==> config.mk <==
export PLATFORM = sky130hd
export DESIGN_NAME = spi_slave_cpol0_cpha0
export DESIGN_NICKNAME = d
export VERILOG_FILES = /design/src/rtl/spi_slave_cpol0_cpha0.sv
export SDC_FILE = /design/constraint.sdc
export NUM_CORES = 1
export LEC_CHECK = 0
export ABC_AREA = 0
export CAP_MARGIN = 0
export CORE_UTILIZATION = 48
export CTS_CLUSTER_SIZE = 20
export DETAILED_ROUTE_END_ITERATION = 12
export PLACE_DENSITY_LB_ADDON = 0.3
export RECOVER_POWER = 100
export SLEW_MARGIN = 10
export SYNTH_ARGS = -nofsm -noshare
export SYNTH_HDL_FRONTEND = slang
export SYNTH_SLANG_ARGS = --single-unit
==> constraint.sdc <==
create_clock -name clk -period 1.44 [get_ports clk]
set_clock_uncertainty 0.15 [all_clocks]
set_input_delay 0.288 -clock clk [delete_from_list [all_inputs] [get_ports clk]]
set_output_delay 0.288 -clock clk [all_outputs]
set_load 0.01 [all_outputs]
==> src/rtl/spi_slave_cpol0_cpha0.sv <==
// rtl/spi_slave_cpol0_cpha0.sv - SPI mode-0 slave, 8-bit full-duplex frames, oversampled in the clk domain
//
// Purpose: receives MSB-first bytes on mosi at sclk rising edges. It shifts
// transmit bytes out on miso, and miso changes after sclk falling edges.
// cs_n, sclk and mosi are asynchronous to clk and are synchronized before
// use. Transmit bytes are staged in a one-deep holding register.
//
// Ports:
//   clk, rst           system clock, synchronous active-high reset
//   cs_n, sclk, mosi   asynchronous SPI inputs from the master
//   miso, miso_oe      serial data to the master and its tristate enable
//   tx_data, tx_load   holding-register write (tx_load is a 1-cycle strobe)
//   tx_ready           holding register empty
//   tx_underrun        1-cycle pulse: a byte slot started with nothing staged
//   rx_data, rx_valid  last complete received byte, 1-cycle update pulse
//   busy               synchronized cs_n is low
module spi_slave_cpol0_cpha0 #(
  parameter int SYNC_STAGES = 2
) (
  input  logic       clk,
  input  logic       rst,
  input  logic       cs_n,
  input  logic       sclk,
  input  logic       mosi,
  output logic       miso,
  output logic       miso_oe,
  input  logic [7:0] tx_data,
  input  logic       tx_load,
  output logic       tx_ready,
  output logic       tx_underrun,
  output logic [7:0] rx_data,
  output logic       rx_valid,
  output logic       busy
);

  typedef enum logic {ST_IDLE, ST_ACTIVE} state_t;

  logic [SYNC_STAGES-1:0] cs_sync_q, sclk_sync_q, mosi_sync_q;
  logic                   cs_prev_q, sclk_prev_q;
  // vld_q fills with ones after reset. When its top bit is set, cs_prev_q holds
  // a real sample of cs_n and no longer holds the reset value.
  logic [SYNC_STAGES:0]   vld_q;
  logic                   armed_q;

  state_t      state_q;
  logic [2:0]  cnt_q;
  logic [6:0]  rx_sh_q;
  logic [7:0]  tx_sh_q;
  logic [7:0]  hold_q;
  logic        hold_full_q;
  logic        miso_q, miso_oe_q;
  logic [7:0]  rx_data_q;
  logic        rx_valid_q, underrun_q;

  logic cs_s, sclk_s, mosi_s;
  logic cs_fall, cs_rise, sclk_rise, sclk_fall;
  logic arm_d, start_d, boundary_d, reload_d;

  assign cs_s   = cs_sync_q[SYNC_STAGES-1];
  assign sclk_s = sclk_sync_q[SYNC_STAGES-1];
  assign mosi_s = mosi_sync_q[SYNC_STAGES-1];

  assign cs_fall   =  cs_prev_q & ~cs_s;
  assign cs_rise   = ~cs_prev_q &  cs_s;
  assign sclk_rise = ~sclk_prev_q &  sclk_s;
  assign sclk_fall =  sclk_prev_q & ~sclk_s;

  // The reset value of the synchronizer is "deselected". If cs_n is held low
  // through reset, the chain settles 1->0 and looks like a false falling edge.
  // A frame is accepted only after a real high level of cs_n is seen.
  assign arm_d = armed_q | (vld_q[SYNC_STAGES] & cs_prev_q);

  assign start_d    = (state_q == ST_IDLE) & cs_fall & arm_d;
  assign boundary_d = (state_q == ST_ACTIVE) & ~cs_rise & sclk_fall & (cnt_q == 3'd0);
  assign reload_d   = start_d | boundary_d;

  always_ff @(posedge clk) begin
    if (rst) begin
      cs_sync_q   <= '1;
      sclk_sync_q <= '0;
      mosi_sync_q <= '0;
      cs_prev_q   <= 1'b1;
      sclk_prev_q <= 1'b0;
      vld_q       <= '0;
      armed_q     <= 1'b0;
    end else begin
      cs_sync_q   <= {cs_sync_q[SYNC_STAGES-2:0], cs_n};
      sclk_sync_q <= {sclk_sync_q[SYNC_STAGES-2:0], sclk};
      mosi_sync_q <= {mosi_sync_q[SYNC_STAGES-2:0], mosi};
      cs_prev_q   <= cs_s;
      sclk_prev_q <= sclk_s;
      vld_q       <= {vld_q[SYNC_STAGES-1:0], 1'b1};
      armed_q     <= arm_d;
    end
  end

  always_ff @(posedge clk) begin
    if (rst) begin
      state_q     <= ST_IDLE;
      cnt_q       <= 3'd0;
      rx_sh_q     <= 7'd0;
      tx_sh_q     <= 8'd0;
      hold_q      <= 8'd0;
      hold_full_q <= 1'b0;
      miso_q      <= 1'b0;
      miso_oe_q   <= 1'b0;
      rx_data_q   <= 8'd0;
      rx_valid_q  <= 1'b0;
      underrun_q  <= 1'b0;
    end else begin
      rx_valid_q <= 1'b0;
      underrun_q <= 1'b0;

      // A load on the reload cycle is not seen by the reload. The reload uses
      // the prior contents (or finds the register empty), and the new byte
      // stays in the holding register for the next slot.
      if (tx_load) begin
        hold_q      <= tx_data;
        hold_full_q <= 1'b1;
      end else if (reload_d && hold_full_q) begin
        hold_full_q <= 1'b0;
      end

      if (cs_rise) begin
        state_q   <= ST_IDLE;
        miso_q    <= 1'b0;
        miso_oe_q <= 1'b0;
        cnt_q     <= 3'd0;
      end else if (state_q == ST_IDLE) begin
        miso_q    <= 1'b0;
        miso_oe_q <= 1'b0;
        cnt_q     <= 3'd0;
        if (start_d) begin
          state_q   <= ST_ACTIVE;
          miso_oe_q <= 1'b1;
        end
      end else begin
        if (sclk_rise) begin
          rx_sh_q <= {rx_sh_q[5:0], mosi_s};
          cnt_q   <= cnt_q + 3'd1;
          if (cnt_q == 3'd7) begin
            rx_data_q  <= {rx_sh_q, mosi_s};
            rx_valid_q <= 1'b1;
          end
        end else if (sclk_fall && cnt_q != 3'd0) begin
          tx_sh_q <= {tx_sh_q[6:0], 1'b0};
          miso_q  <= tx_sh_q[6];
        end
      end

      // The frame start and each byte boundary share one reload path.
      // The assignments here override the miso value set above.
      if (reload_d) begin
        if (hold_full_q) begin
          tx_sh_q <= hold_q;
          miso_q  <= hold_q[7];
        end else begin
          tx_sh_q    <= 8'd0;
          miso_q     <= 1'b0;
          underrun_q <= 1'b1;
        end
      end
    end
  end

  assign miso        = miso_q;
  assign miso_oe     = miso_oe_q;
  assign tx_ready    = ~hold_full_q;
  assign tx_underrun = underrun_q;
  assign rx_data     = rx_data_q;
  assign rx_valid    = rx_valid_q;
  assign busy        = ~cs_s;

endmodule

==> results summary <==
The count of endpoints failing hold in the final timing report came out at 0. The routed wire length is 3750 µm. The wire length of the first global-routing pass is 6230 µm.

The share of synthesized area occupied by flip-flops and latches came out at 0.517. The share of the synthesized area in compound gates (AO/OA/AOI/OAI) came to 0.0804. The count of clock tree sinks is 51.

After synthesis, the largest family of logic cells by area is simple AND/OR/NAND/NOR gates. The insertion delay to the later sink of the worst-skew pair is 300 ps. Setup violations remaining at the end of the flow were counted as 19.

At the worst endpoint, the required time is around 1500 ps. After layout, the worst setup slack is -90.0 ps. The most used flip-flop cell after synthesis is sky130_fd_sc_hd__dfxtp_1. The checks that failed: negative setup slack. The number of distinct library cells after synthesis is 36.

The tree is rooted in a sky130_fd_sc_hd__clkbuf_8. Entering global routing, the biggest net connects 21 pins. The number of remaining DRC errors is 0.

The wire-length estimate of the detail-placed layout is 2550 µm. The die covers around 4400 µm². The worst hold path depth came out at 1. On the final layout, the worst hold slack is 263 ps. The number of antenna violations at the first check in global routing came out at 0. The maximum operating frequency is 654 MHz. The simple logic cell fraction of the synthesized area is 0.211.

Setup repair after global routing could not meet its margin everywhere. The peak fanout along the critical path is 7. The static leakage power is 0.00116 µW.

The number of nets handed over by synthesis was 213. In this run the worst setup path begins at cnt_q[1]. The destination of the critical timing path is tx_sh_q[4]. After clock tree synthesis, the clock-pin slew on the worst setup and hold paths is 90 ps. The via density per instance came out at 5.18. The minimum period implied by the final worst setup slack is 1530 ps. The data arrival time of the critical path came out at 1590 ps.

The net count reported at finish is 259. In this run the number of H-tree levels came out at 2. Once detail routing completed, the nets flagged for antenna violations numbered 0. The I/O pin count came out at 28. Across every metal layer, demand over resource in global routing totals 0.197. The number of placement rows came out at 22. The floorplan die height came out at approximately 66 µm. Across the whole layout, storage elements account for 1030 µm².

TritonCTS built the clock tree. The share of flip-flops with an asynchronous set or reset came out at 0. At the end of routability-driven placement, the weighted congestion stood at 0.809. The sum of buffers and inverters on the critical path is 3. The worst hold path begins at cs_sync_q[0]. STA classifies the critical path endpoint as a register. In the layout the commonest cells are sky130_fd_sc_hd__dfxtp_1 (44), sky130_fd_sc_hd__nor2_1 (30), sky130_fd_sc_hd__mux2i_1 (24), sky130_fd_sc_hd__buf_4 (16). In this run the worst hold path is classified as register to register. Across the run, the number of max-cap violations was 0. The final instance count without filler cells came out at slightly below 300. The number of cells produced by synthesis came out at 196. The DRC violation total after the first TritonRoute iteration came out at 52.

The count of port buffers added during placement is 27. Counting cells, the worst reg-to-reg path comes to 8. Of the cells placed in the final design, the portion with a size suffix greater than 1 is 0.251.

The count of fill cells added during filler insertion came out at 300. After synthesis the netlist holds a flip-flop and latch count of ~50. The slack of the worst reg-to-reg path came out at -90 ps. STA classifies the critical path startpoint as a register.

The horizontal die dimension came out at about 66 µm. The total of warnings raised by yosys is 0. The share of the clock period used by the worst path after layout is 1.06.

The overall power came out at 2430 µW. The area of the core region is 3800 µm². The power density of the placed cells came out at between 900 and 1000 nW/µm². The CTS buffer count is 5.

In this run the critical register-to-register path is launched from cnt_q[1]. At the pin with the least slew margin, the transition time is 400 ps. On the worst path, the slowest cell contributes a delay of ~340 ps. The critical path goes through inv_2 -> ha_4 -> nand2b_4 -> buf_6 -> o31ai_4 -> buf_6 -> nand3_2 -> a311oi_1. The post-synthesis area per instance is 10.1 µm².

The leftover overflow at the end of global routing came out at 0. The synthesis-to-layout area growth came out at 31.6%. Among the stages of the critical path, the cell type that occurs most often is sky130_fd_sc_hd__buf_6. The portion of netlist area occupied by mux cells is 0.122. The critical path runs through a total of 8 cells.

For this configuration, the core starts out at a cell density of 0.520. The cell count after placement is 278. The number of vias after detailed routing came out at 1506.

The highest-delay cell along the critical path is sky130_fd_sc_hd__dfxtp_2. The run finished, with violations left. The via count of the first global-routing pass is 1390.

The kind of critical path is register to register. The max-slew violation count is 0. Summing all multi-input logic gate instances after layout gives 960 µm². The netlist area before placement came out at 1980 µm².

The adder and majority cell fraction of the synthesized area is 0.0190. The post-detailed-route wirelength per cell is 12.9 µm. The antenna cell count is 0.

The endpoint identified for the worst register-to-register timing path is tx_sh_q[4]. The number of enable-type register cells in the synthesized netlist is 0. The worst-case IR drop observed on VDD is 778 µV. The xor and xnor fraction of the mapped netlist area came out at 0.00443. The library cell used most frequently in the layout, excluding fill and tap cells, is sky130_fd_sc_hd__dfxtp_1. The worst-case headroom to the max-slew limit is 0.733. In this design, the largest share of critical-path delay is due to buffers and inverters.

The first-pass iteration count of the detailed router is 4. Counting along the longest clock path gives a buffer depth of 2. The number of buffers added to fix hold violations after cts came out at 0.
Yosys cell counts, types with 2 or more instances:
master                     count  share of area
sky130_fd_sc_hd__mux2i_1      24           0.12
sky130_fd_sc_hd__nor2b_1       9          0.028
sky130_fd_sc_hd__dfxtp_1      51           0.52
sky130_fd_sc_hd__or2_2         3         0.0095
sky130_fd_sc_hd__ha_1          3          0.019
sky130_fd_sc_hd__clkbuf_1      6          0.011
sky130_fd_sc_hd__a21oi_1       6          0.015
sky130_fd_sc_hd__buf_2         2         0.0051
sky130_fd_sc_hd__nand2b_1      3         0.0095
sky130_fd_sc_hd__nand3_1       8          0.020
sky130_fd_sc_hd__buf_6         3          0.017
sky130_fd_sc_hd__nand2_1      10          0.019
sky130_fd_sc_hd__a311oi_1      6          0.027
sky130_fd_sc_hd__nor2_1       30          0.057
sky130_fd_sc_hd__inv_1         5         0.0095
sky130_fd_sc_hd__nor3_1        6          0.015
sky130_fd_sc_hd__nand4_1       2         0.0063
area by class of cell:
type,instances,area share
clock buffers,7,0.0294
repair buffers,51,0.172
multi-input cells,128,0.369
well taps,48,0.0231
inverters,5,0.00722
clock inverters,1,0.00192
flip-flops and latches,51,0.397
routing by layer:
layer,vias to the layer above,global-route usage,wire length (µm)
li1,754,-,-
met1,703,0.242,1670
met2,43,0.300,1820
met3,6,0.0448,199
met4,0,0.141,64
met5,-,0,0
where the power goes:
part | switching (µW) | internal (µW) | total [µW]
clock network | 437 | 342 | 778
logic | 85.2 | 97.6 | 183
registers | 21.7 | 1440 | 1470
total | 544 | 1880 | 2430
repair_timing:
item / CTS / global route
hold endpoints to repair: 0 / 0
endpoints found under the setup margin: 38 / 28
setup buffers: 3 / 2
pin swaps: 17 / 9
gates resized for setup: 37 / 11
flip-flops by register name (all words and copies together) (netlist names):
signal and flops:
sclk_prev_q 1, cs_sync_q 2, armed_q 1, rx_valid 1, miso 1, sclk_sync_q 2
tx_sh_q 7, tx_underrun 1, cs_prev_q 1, state_q 1, mosi_sync_q 2, hold_full_q 1
vld_q 3, rx_sh_q 7, miso_oe 1, rx_data 8, cnt_q 3, hold_q 8
per-stage QoR:
step	instance area [µm²]	worst slack, ps	util	setup TNS, ps
after floorplan	1980	6.19	-	0
after global placement	2400	-112	0.633	-2000
after detailed placement	2400	-187	0.633	-2170
after CTS	2580	-69.7	0.679	-483
after global routing	2600	-148	0.684	-2290
final	2600	-90.0	0.684	-589
cell families (layout without fill, tap and decap cells):
| logic type | Yosys count | count (layout) |
|---|---|---|
| xor+xnor | 1 | 1 |
| mux | 24 | 24 |
| simple gates | 80 | 80 |
| flops | 51 | 51 |
| fa+ha+maj | 3 | 3 |
| buf+inv | 17 | 64 |
| compound gates | 20 | 20 |
how the worst min path moves through the flow:
stage,endpoint
4_1_cts,cs_sync_q[1]
6_report,cs_sync_q[1]
5_1_grt,cs_sync_q[1]
3_5_place_dp,cs_sync_q[1]
3_3_place_gp,cs_sync_q[1]
2_1_floorplan,cs_sync_q[1]
No activity file was read; power rests on OpenSTA's default activity.
